--- config.mk ---
export PLATFORM = sky130hd
export DESIGN_NAME = audio_dsp_codec_if_flat
export DESIGN_NICKNAME = d
export VERILOG_FILES = /design/src/rtl/audio_dsp_codec_if_pkg.sv /design/src/rtl/audio_dsp_codec_if_if.sv /design/src/rtl/audio_sample_fifo.sv /design/src/rtl/audio_dsp_codec_if.sv /design/src/flat_wrapper.sv
export SDC_FILE = /design/constraint.sdc
export NUM_CORES = 1
export LEC_CHECK = 0
export CELL_PAD_IN_SITES_DETAIL_PLACEMENT = 1
export CELL_PAD_IN_SITES_GLOBAL_PLACEMENT = 2
export CORE_MARGIN = 2
export CORE_UTILIZATION = 48
export CTS_CLUSTER_SIZE = 30
export DETAILED_ROUTE_END_ITERATION = 8
export HOLD_SLACK_MARGIN = 0.05
export MAX_ROUTING_LAYER = met4
export PLACE_DENSITY_LB_ADDON = 0.1
export RECOVER_POWER = 100
export SLEW_MARGIN = 0
export SYNTH_ARGS = -nofsm -noshare
export SYNTH_HDL_FRONTEND = slang
export SYNTH_SLANG_ARGS = --single-unit
--- constraint.sdc ---
create_clock -name clk12 -period 4.55 [get_ports clk12]
set_input_delay 0.6825 -clock clk12 [delete_from_list [all_inputs] [get_ports clk12]]
set_output_delay 0.6825 -clock clk12 [all_outputs]
set_load 0.02 [all_outputs]
--- src/rtl/audio_dsp_codec_if_pkg.sv ---
// ---------------------------------------------------------------------------
// audio_pkg
// Shared constants and helpers for the WM8750 DSP-mode codec interface.
//   FRAME_LEN_48K / FRAME_LEN_32K : clk12 cycles per frame at 12.288 MHz
//   SAMPLE_W_DEFAULT              : default bits per channel
//   clog2()                       : counter / pointer width helper
// ---------------------------------------------------------------------------
package audio_pkg;

  localparam int FRAME_LEN_48K    = 256;
  localparam int FRAME_LEN_32K    = 384;
  localparam int SAMPLE_W_DEFAULT = 16;

  // Number of bits needed to count 0..value-1; never returns less than 1 so
  // that a degenerate parameter still yields a legal vector width.
  function automatic int clog2(input int value);
    int result;
    int remaining;
    result    = 0;
    remaining = value - 1;
    while (remaining > 0) begin
      result++;
      remaining = remaining >> 1;
    end
    return (result < 1) ? 1 : result;
  endfunction

endpackage

--- src/rtl/audio_dsp_codec_if_if.sv ---
// ---------------------------------------------------------------------------
// audio_dsp_codec_if_if
// Parallel-side bundle between the sound generator and the codec interface.
//   sample_valid/sample_ready : valid/ready handshake into the sample FIFO
//   sample_left/sample_right  : signed sample pair to play
//   underrun                  : 1-cycle pulse, frame started with empty FIFO
//   adc_valid                 : 1-cycle pulse, adc_left/adc_right refreshed
//   adc_left/adc_right        : captured ADC sample pair
// master = producer/consumer side, slave = codec interface side.
// ---------------------------------------------------------------------------
interface audio_dsp_codec_if_if import audio_pkg::*; #(
  parameter int SAMPLE_W = SAMPLE_W_DEFAULT
);

  logic                       sample_valid;
  logic                       sample_ready;
  logic signed [SAMPLE_W-1:0] sample_left;
  logic signed [SAMPLE_W-1:0] sample_right;
  logic                       underrun;
  logic                       adc_valid;
  logic        [SAMPLE_W-1:0] adc_left;
  logic        [SAMPLE_W-1:0] adc_right;

  modport master (
    output sample_valid, sample_left, sample_right,
    input  sample_ready, underrun, adc_valid, adc_left, adc_right
  );

  modport slave (
    input  sample_valid, sample_left, sample_right,
    output sample_ready, underrun, adc_valid, adc_left, adc_right
  );

endinterface

--- src/rtl/audio_sample_fifo.sv ---
// ---------------------------------------------------------------------------
// audio_sample_fifo
// Synchronous FIFO holding packed {left, right} sample pairs.
//   i_clk, i_rst_n    : clock, asynchronous active-low reset (empties FIFO)
//   i_push, i_data    : write request and data (ignored while full)
//   i_pop             : read request (ignored while empty)
//   o_data            : head entry, valid whenever !o_empty
//   o_full, o_empty   : occupancy flags
// ---------------------------------------------------------------------------
module audio_sample_fifo import audio_pkg::*; #(
  parameter int WIDTH = 32,
  parameter int DEPTH = 4
) (
  input  logic             i_clk,
  input  logic             i_rst_n,
  input  logic             i_push,
  input  logic [WIDTH-1:0] i_data,
  input  logic             i_pop,
  output logic [WIDTH-1:0] o_data,
  output logic             o_full,
  output logic             o_empty
);

  localparam int ADDR_W = clog2(DEPTH);

  if ((DEPTH < 2) || ((DEPTH & (DEPTH - 1)) != 0)) begin : g_badDepth
    $error("audio_sample_fifo: DEPTH must be a power of two and at least 2");
  end

  logic [WIDTH-1:0] r_mem [DEPTH];
  logic [ADDR_W:0]  r_wptr;
  logic [ADDR_W:0]  r_rptr;
  logic             w_doPush;
  logic             w_doPop;

  // Pointers carry one extra wrap bit so full and empty can be told apart.
  assign o_empty  = (r_wptr == r_rptr);
  assign o_full   = (r_wptr[ADDR_W] != r_rptr[ADDR_W]) &&
                    (r_wptr[ADDR_W-1:0] == r_rptr[ADDR_W-1:0]);
  assign o_data   = r_mem[r_rptr[ADDR_W-1:0]];
  assign w_doPush = i_push && !o_full;
  assign w_doPop  = i_pop && !o_empty;

  // Storage needs no reset: the pointers alone decide what is readable.
  always_ff @(posedge i_clk) begin
    if (w_doPush) begin
      r_mem[r_wptr[ADDR_W-1:0]] <= i_data;
    end
  end

  // Pointer update; reset collapses both pointers, which empties the FIFO.
  always_ff @(posedge i_clk or negedge i_rst_n) begin
    if (!i_rst_n) begin
      r_wptr <= '0;
      r_rptr <= '0;
    end else begin
      if (w_doPush) begin
        r_wptr <= r_wptr + 1'b1;
      end
      if (w_doPop) begin
        r_rptr <= r_rptr + 1'b1;
      end
    end
  end

endmodule

--- src/rtl/audio_dsp_codec_if.sv ---
// ---------------------------------------------------------------------------
// audio_dsp_codec_if
// WM8750 DSP-mode (mode B) stereo serial interface, MCLK = BCLK = clk12.
//   clk12, reset12_   : 12.288 MHz clock, asynchronous active-low reset
//   sample_bus        : sample FIFO handshake, underrun, ADC results
//   audio_mclk/bclk   : forwarded clk12
//   audio_daclrc/dat  : DAC frame sync and MSB-first serial data
//   audio_adclrc      : ADC frame sync (same timing as daclrc)
//   audio_adcdat      : ADC serial data from the codec
// ---------------------------------------------------------------------------
module audio_dsp_codec_if import audio_pkg::*; #(
  parameter int SAMPLE_W   = SAMPLE_W_DEFAULT,
  parameter int FRAME_LEN  = FRAME_LEN_48K,
  parameter int FIFO_DEPTH = 4,
  parameter bit MONO       = 1'b0
) (
  input  logic           clk12,
  input  logic           reset12_,
  audio_dsp_codec_if_if.slave sample_bus,
  output logic           audio_mclk,
  output logic           audio_bclk,
  output logic           audio_daclrc,
  output logic           audio_dacdat,
  output logic           audio_adclrc,
  input  logic           audio_adcdat
);

  localparam int WORD_W = 2 * SAMPLE_W;
  localparam int CNT_W  = clog2(FRAME_LEN);
  localparam logic [CNT_W-1:0] LAST_CNT  = CNT_W'(FRAME_LEN - 1);
  localparam logic [CNT_W-1:0] WORD_CNT  = CNT_W'(WORD_W);
  localparam logic [CNT_W-1:0] LATCH_CNT = CNT_W'(WORD_W + 1);

  if ((SAMPLE_W < 8) || (SAMPLE_W > 24)) begin : g_badSampleW
    $error("audio_dsp_codec_if: SAMPLE_W must be within 8..24");
  end
  if (FRAME_LEN < (2 * SAMPLE_W + 2)) begin : g_badFrameLen
    $error("audio_dsp_codec_if: FRAME_LEN must be at least 2*SAMPLE_W+2");
  end

  logic [CNT_W-1:0]  r_cnt;
  logic [WORD_W-1:0] r_word;
  logic [WORD_W-1:0] r_hold;
  logic [WORD_W-1:0] r_adcShift;
  logic [SAMPLE_W-1:0] r_adcLeft;
  logic [SAMPLE_W-1:0] r_adcRight;
  logic              r_adcValid;
  logic              r_underrun;
  logic              r_daclrc;
  logic              r_dacdat;
  logic              r_adclrc;

  logic              w_frameLoad;
  logic              w_fifoFull;
  logic              w_fifoEmpty;
  logic              w_push;
  logic              w_pop;
  logic [WORD_W-1:0] w_pushData;
  logic [WORD_W-1:0] w_fifoData;
  logic [WORD_W-1:0] w_loadWord;
  logic [WORD_W-1:0] w_wordShifted;
  logic              w_dacBit;
  logic              w_adcSample;
  logic              w_adcLatch;

  assign w_frameLoad = (r_cnt == LAST_CNT);
  assign w_push      = sample_bus.sample_valid && !w_fifoFull;
  assign w_pop       = w_frameLoad && !w_fifoEmpty;
  assign w_pushData  = {sample_bus.sample_left, sample_bus.sample_right};

  // In mono the right half of the stored pair is never transmitted.
  assign w_loadWord  = {w_fifoData[WORD_W-1 -: SAMPLE_W],
                        MONO ? w_fifoData[WORD_W-1 -: SAMPLE_W]
                             : w_fifoData[SAMPLE_W-1:0]};

  audio_sample_fifo #(
    .WIDTH (WORD_W),
    .DEPTH (FIFO_DEPTH)
  ) u_fifo (
    .i_clk   (clk12),
    .i_rst_n (reset12_),
    .i_push  (w_push),
    .i_data  (w_pushData),
    .i_pop   (w_pop),
    .o_data  (w_fifoData),
    .o_full  (w_fifoFull),
    .o_empty (w_fifoEmpty)
  );

  // Frame bit counter; everything else in the frame is decoded from it.
  always_ff @(posedge clk12 or negedge reset12_) begin
    if (!reset12_) begin
      r_cnt <= '0;
    end else if (w_frameLoad) begin
      r_cnt <= '0;
    end else begin
      r_cnt <= r_cnt + 1'b1;
    end
  end

  // Frame load: take the next pair if there is one, otherwise repeat the
  // last pair so a starved producer holds the output level instead of
  // clicking, and flag the underrun on the first cycle of the new frame.
  always_ff @(posedge clk12 or negedge reset12_) begin
    if (!reset12_) begin
      r_word     <= '0;
      r_hold     <= '0;
      r_underrun <= 1'b0;
    end else begin
      r_underrun <= w_frameLoad && w_fifoEmpty;
      if (w_frameLoad) begin
        if (!w_fifoEmpty) begin
          r_word <= w_loadWord;
          r_hold <= w_loadWord;
        end else begin
          r_word <= r_hold;
        end
      end
    end
  end

  // Shifting by the bit count puts the current bit at the top, giving
  // MSB-first order without a separate shift register.
  assign w_wordShifted = r_word << r_cnt;
  assign w_dacBit      = (r_cnt < WORD_CNT) ? w_wordShifted[WORD_W-1] : 1'b0;

  // DAC pins are registered, so the sync pulse and the first data bit both
  // appear one cycle after cnt == 0 and line up with each other.
  always_ff @(posedge clk12 or negedge reset12_) begin
    if (!reset12_) begin
      r_daclrc <= 1'b0;
      r_dacdat <= 1'b0;
      r_adclrc <= 1'b0;
    end else begin
      r_daclrc <= (r_cnt == '0);
      r_dacdat <= w_dacBit;
      r_adclrc <= (r_cnt == '0);
    end
  end

  // The codec returns its MSB in the cycle our sync is visible (cnt == 1),
  // so bits are sampled while cnt runs 1..2W and latched at 2W+1.
  assign w_adcSample = (r_cnt != '0) && (r_cnt <= WORD_CNT);
  assign w_adcLatch  = (r_cnt == LATCH_CNT);

  // ADC deserialiser and parallel result registers.
  always_ff @(posedge clk12 or negedge reset12_) begin
    if (!reset12_) begin
      r_adcShift <= '0;
      r_adcLeft  <= '0;
      r_adcRight <= '0;
      r_adcValid <= 1'b0;
    end else begin
      r_adcValid <= w_adcLatch;
      if (w_adcSample) begin
        r_adcShift <= {r_adcShift[WORD_W-2:0], audio_adcdat};
      end
      if (w_adcLatch) begin
        r_adcLeft  <= r_adcShift[WORD_W-1 -: SAMPLE_W];
        r_adcRight <= r_adcShift[SAMPLE_W-1:0];
      end
    end
  end

  assign sample_bus.sample_ready = !w_fifoFull;
  assign sample_bus.underrun     = r_underrun;
  assign sample_bus.adc_valid    = r_adcValid;
  assign sample_bus.adc_left     = r_adcLeft;
  assign sample_bus.adc_right    = r_adcRight;

  assign audio_mclk   = clk12;
  assign audio_bclk   = clk12;
  assign audio_daclrc = r_daclrc;
  assign audio_dacdat = r_dacdat;
  assign audio_adclrc = r_adclrc;

endmodule

--- src/flat_wrapper.sv ---
// flat-port wrapper written by rule: the top's interface ports become plain ports
module audio_dsp_codec_if_flat import audio_pkg::*;
#(
  parameter int SAMPLE_W   = SAMPLE_W_DEFAULT,
  parameter int FRAME_LEN  = FRAME_LEN_48K,
  parameter int FIFO_DEPTH = 4,
  parameter bit MONO       = 1'b0
)
  (clk12, reset12_, audio_mclk, audio_bclk, audio_daclrc, audio_dacdat, audio_adclrc, audio_adcdat, sample_bus_sample_valid, sample_bus_sample_left, sample_bus_sample_right, sample_bus_sample_ready, sample_bus_underrun, sample_bus_adc_valid, sample_bus_adc_left, sample_bus_adc_right);
  audio_dsp_codec_if_if #(.SAMPLE_W(SAMPLE_W)) sample_bus_i ();
  input  logic clk12;
  input  logic reset12_;
  output logic audio_mclk;
  output logic audio_bclk;
  output logic audio_daclrc;
  output logic audio_dacdat;
  output logic audio_adclrc;
  input  logic audio_adcdat;
  input wire logic [$bits(sample_bus_i.sample_valid)-1:0] sample_bus_sample_valid;
  input wire logic [$bits(sample_bus_i.sample_left)-1:0] sample_bus_sample_left;
  input wire logic [$bits(sample_bus_i.sample_right)-1:0] sample_bus_sample_right;
  output wire logic [$bits(sample_bus_i.sample_ready)-1:0] sample_bus_sample_ready;
  output wire logic [$bits(sample_bus_i.underrun)-1:0] sample_bus_underrun;
  output wire logic [$bits(sample_bus_i.adc_valid)-1:0] sample_bus_adc_valid;
  output wire logic [$bits(sample_bus_i.adc_left)-1:0] sample_bus_adc_left;
  output wire logic [$bits(sample_bus_i.adc_right)-1:0] sample_bus_adc_right;
  assign sample_bus_i.sample_valid = sample_bus_sample_valid;
  assign sample_bus_i.sample_left = sample_bus_sample_left;
  assign sample_bus_i.sample_right = sample_bus_sample_right;
  assign sample_bus_sample_ready = sample_bus_i.sample_ready;
  assign sample_bus_underrun = sample_bus_i.underrun;
  assign sample_bus_adc_valid = sample_bus_i.adc_valid;
  assign sample_bus_adc_left = sample_bus_i.adc_left;
  assign sample_bus_adc_right = sample_bus_i.adc_right;
  audio_dsp_codec_if #(.SAMPLE_W(SAMPLE_W), .FRAME_LEN(FRAME_LEN), .FIFO_DEPTH(FIFO_DEPTH), .MONO(MONO)) u_core (.clk12(clk12), .reset12_(reset12_), .sample_bus(sample_bus_i), .audio_mclk(audio_mclk), .audio_bclk(audio_bclk), .audio_daclrc(audio_daclrc), .audio_dacdat(audio_dacdat), .audio_adclrc(audio_adclrc), .audio_adcdat(audio_adcdat));
endmodule
# ---- Yosys cells after proc, flatten, opt, wreduce, memory -nomap -nowiden
# Memory sizes are Yosys's and may differ from the RTL's. A register that Yosys moved wholly into a read port is not among the register bits.
# Index checks and enable logic that the tools add are counted.
# W data, S select, Z words.
dict set report totals {
  reg_bits 82
  ram_bits 128
  in_bits 36
  output_inout_bits 40
  wordCells 40
  memories 1
}
dict set report classes {
  add_sub_neg 3
  magnitude_cmp 2
  eq_ne 5
  shift 1
  muxes 4
  n_bitwise 1
  reduce_logical 13
}
# memory words word_bits read_ports rd_clocked_by_memory_dff write_ports line
set mem_list {}
lappend mem_list {u_core.u_fifo.r_mem 4 32 1 1 1 audio_sample_fifo.sv:30} ;# logic [WIDTH-1:0] r_mem [DEPTH];
# op n
set ops {}
lappend ops {{$shl A32 B8 Y32} 1}
lappend ops {{$add A8 B1 Y8 const B} 1}
lappend ops {{$eq A8 B6 Y1 const B} 1}
lappend ops {{$eq A8 B8 Y1 const B} 1}
lappend ops {{$le A8 B6 Y1 const B} 1}
lappend ops {{$logic_not A8 Y1} 1}
lappend ops {{$lt A8 B6 Y1 const B} 1}
lappend ops {{$mux W8} 1}
lappend ops {{$reduce_bool A8 Y1} 1}
lappend ops {{$logic_and A1 B1 Y1} 7}
lappend ops {{$add A3 B1 Y3 const B} 2}
lappend ops {{$eq A3 B3 Y1} 1}
lappend ops {{$logic_not A1 Y1} 3}
lappend ops {{$mux W1} 3}
lappend ops {{$eq A2 B2 Y1} 1}
lappend ops {{$reduce_and A2 Y1} 1}
lappend ops {{$ne A1 B1 Y1} 1}
lappend ops {{$not A1 Y1} 1}

# ---- Depth between registers and ports, before layout
dict set report depth {
  ltp_word 7
  mapped_depth 8
  mapped_depth_nobuf 5
}

# ---- By module
# From an unflattened synthesis, not the netlist that was laid out.
dict set report unflattened {
  cells_unflattened 497
  hier_area_um2 9510.4
}
# module n_inst cells_per_inst area_each_um2 seq_area_each_um2
set by_module_without_submodules {}
lappend by_module_without_submodules {audio_sample_fifo 1 216 5077.4 3993.8}
lappend by_module_without_submodules {audio_dsp_codec_if 1 281 4433.0 2702.6}

==> impl_metrics.tcl <==
set metrics [dict create \
    drt-total-wl_mm 16.7 \
    netlist.area_leader.share_pct 40.3 \
    track_usage_pct 17.5 \
    synth_flop_cell "edfxtp_1" \
    num_io_pins 76 \
    area_growth_pct 18.9 \
    required_ps 3870 \
    critPathMaxStageDelay_ps 640 \
    power.switching_mw 1.23 \
    die_area_sq_um 21000 \
    yosys-top-cells-count "128 x edfxtp_1, 114 x dfrtp_1, 70 x mux2_2, 37 x mux4_2, 29 x mux2_4" \
    dr.first_iter.drc_count 141 \
    ys_types 37 \
    yosysMostFrequentCell "edfxtp_1" \
    cellLeakagePower_nw 4.36 \
    crit_start "clk12" \
    endpoint_kind "output pin" \
    syn_area_per_cell_sq_um 19.7 \
    clkTransAtPathRegs_ps 60 \
    grt_pass1_wl_mm 27.0 \
    dieWidth_um 145 \
    sw_frac_of_total_pct 22.5 \
    rsz0062_at_grt "no" \
    vias 4490 \
    max_slew.worst_pin.slew_ps 2450 \
    rr_startpoint "u_core.r_cnt[1]" \
    power_frac_seq_pct 49.3 \
    gp_congestion 0.723 \
    pwr-share-comb_pct 8.3 \
    cellInternalPower_mw 4.23 \
    skew_ps 7.08 \
    ant_nets 0 \
    insertedDiodeCount 0 \
    min_from "u_core.r_hold[16]" \
    hold_class "reg2reg" \
    power_mw 5.46 \
    drive_gt1_share_pct 27.1 \
    synth_warnings 0 \
    arrival_ps 3170 \
    synth_edf_count 128 \
    final_hold_viol_count 0 \
    post-dp-hpwl_mm 10.2 \
    cts_resized 0 \
    maxSlewViolCount 181 \
    max-slew-margin-rel_pct -63.6 \
    critical_path.slowest_cell "dlygate4sd3_1" \
    grt_antenna_before_repair 0 \
    setup-violations-final 0 \
    utilization_pct 58.2 \
    grt_pass1_vias 4973 \
    instances_no_fill 860 \
    finalSetupTns_ps 0 \
    synth_top_area_cell "edfxtp_1" \
    gr-total-overflow 0 \
    nets 619 \
    dp_cells 808 \
    core_area_sq_um 19500 \
    syn-num-nets 527 \
    startpoint_type "clock port" \
    status "finished, violations left" \
    cts_tree "yes" \
    clkPwrFrac_pct 42.4 \
    path_common_cell "clkbuf_16" \
    critPathBufInv 3 \
    criticalPathCategory "clk2out" \
    drv_cap 5 \
    path_delay_family "buffers and inverters" \
    drc_errors 0 \
    syn_inst 483 \
    rows 51 \
    vdd.ir_drop.worst_v 0.000355 \
    portBuffers 75 \
    path_cells "clkbuf_16 -> clkbuf_16 -> dlygate4sd3_1" \
    violations "max-capacitance violations, max-slew violations" \
    clkLatencyLatePin_ps 630 \
    synthArstFlopShare_pct 47.1 \
    yosys_register_bits 242 \
    cts_setup_buffers 0 \
    wire_per_inst_um 19.4 \
    vias_per_cell 5.22 \
    pwr_density_cell_nw_per_um2 482 \
    ctsHoldBuffers 0 \
    syn_area_sq_um 9530 \
    die-height_um 145 \
    whs_ps 483 \
    start_util_pct 49.0 \
    critPathMaxFanout 2 \
    grt_max_degree 48 \
    drt_first_pass_iters 4 \
    ys_top_cells_by_area "edfxtp_1 40%, dfrtp_1 30%, mux4_2 8.7%" \
    yosysSeqAreaShare_pct 70.3 \
]
## per-stage QoR
step | area, sq um | setup WS [ps]
6_report | 11300 | 694
2_1_floorplan | 9530 | 1460
5_1_grt | 11300 | 446
3_5_place_dp | 10500 | 1080
3_3_place_gp | 10500 | 1080
4_1_cts | 11500 | 791
## power by group through the flow
stage | sequential, mW | clock [mW] | combinational [mW]
2_1_floorplan | 2.72 | 0.0514 | 0.239
3_3_place_gp | 2.71 | 0.0590 | 0.476
3_5_place_dp | 2.73 | 0.0590 | 0.490
4_1_cts | 2.69 | 2.39 | 0.492
5_1_grt | 2.72 | 2.47 | 0.503
6_report | 2.69 | 2.31 | 0.456
## logic make-up after synthesis
group | share of synthesized area, %
XOR/XNOR | 1.10
buffers and inverters | 2.51
AND/OR/NAND/NOR | 1.89
AO/OA/AOI/OAI | 0.840
adder cells (fa/ha/maj) | 1.05
multiplexers | 22.3
flip-flops | 70.3
## metal layers
metal	part of all wire [%]	track usage, %	vias up
met5	0	-	-
met3	3.6	3.49	25
li1	-	-	2035
met1	44	22.5	2345
met2	50	28.4	85
met4	1.8	5.47	0
## registers in the layout, summed over array words and instances (netlist names)
register,flops
u_core.u_fifo.r_mem,128
u_core.r_adcShift,32
u_core.r_hold,32
u_core.sample_bus.adc_left,16
u_core.sample_bus.adc_right,16
u_core.r_cnt,8
u_core.u_fifo.r_rptr,3
u_core.u_fifo.r_wptr,3
u_core.audio_dacdat,1
u_core.audio_daclrc,1
u_core.sample_bus.adc_valid,1
u_core.sample_bus.underrun,1
## placed cells by master, fill, tap and decap left out, types with 2 or more instances in the layout
cell             Yosys  layout
clkinv_2             0       4
clkinv_1             0       3
edfxtp_1           128     128
clkdlybuf4s50_1      0       2
mux2_1               0      30
nor2_1               7       7
and3_1               2       2
mux4_2              37      37
inv_1                8       8
buf_12               3       2
clkbuf_16            0      31
mux2_2              70      69
nand2_1              6       6
clkbuf_1             4      10
ha_1                 8       8
xnor2_1              6       6
nand3_1              3       3
and2_0               0       4
o21ai_0              1       2
bufinv_16            0       2
xor2_1               6       6
dfrtp_1            114     113
a221oi_1             2       2
dlygate4sd3_1        0      72
nand4_1              2       2
mux2i_1              7       7
a31oi_1              2       2
clkbuf_8             0       4
buf_4                8       3
## final timing paths
kind                       slack, ps                       endpoint  depth (start not counted)
min                              480              u_core.r_hold[16]                          1
max in group asynchronous       1810          u_core.r_adcShift[11]                          2
max reg2reg                      780           u_core.r_adcShift[2]                          7
min in group asynchronous        810  u_core.sample_bus.adc_left[5]                          1
max                              690                     audio_mclk                          3
min reg2reg                      480              u_core.r_hold[16]                          1
## layout make-up
type	count	area (sq um)
Clock buffer	42	873
Clock inverter	12	114
Fill cell	1727	8130
Inverter	8	30.0
Multi-Input combinational cell	207	2480
Sequential cell	242	6700
Tap cell	265	332
Timing Repair Buffer	84	811
(Power assumes the default switching activity.)
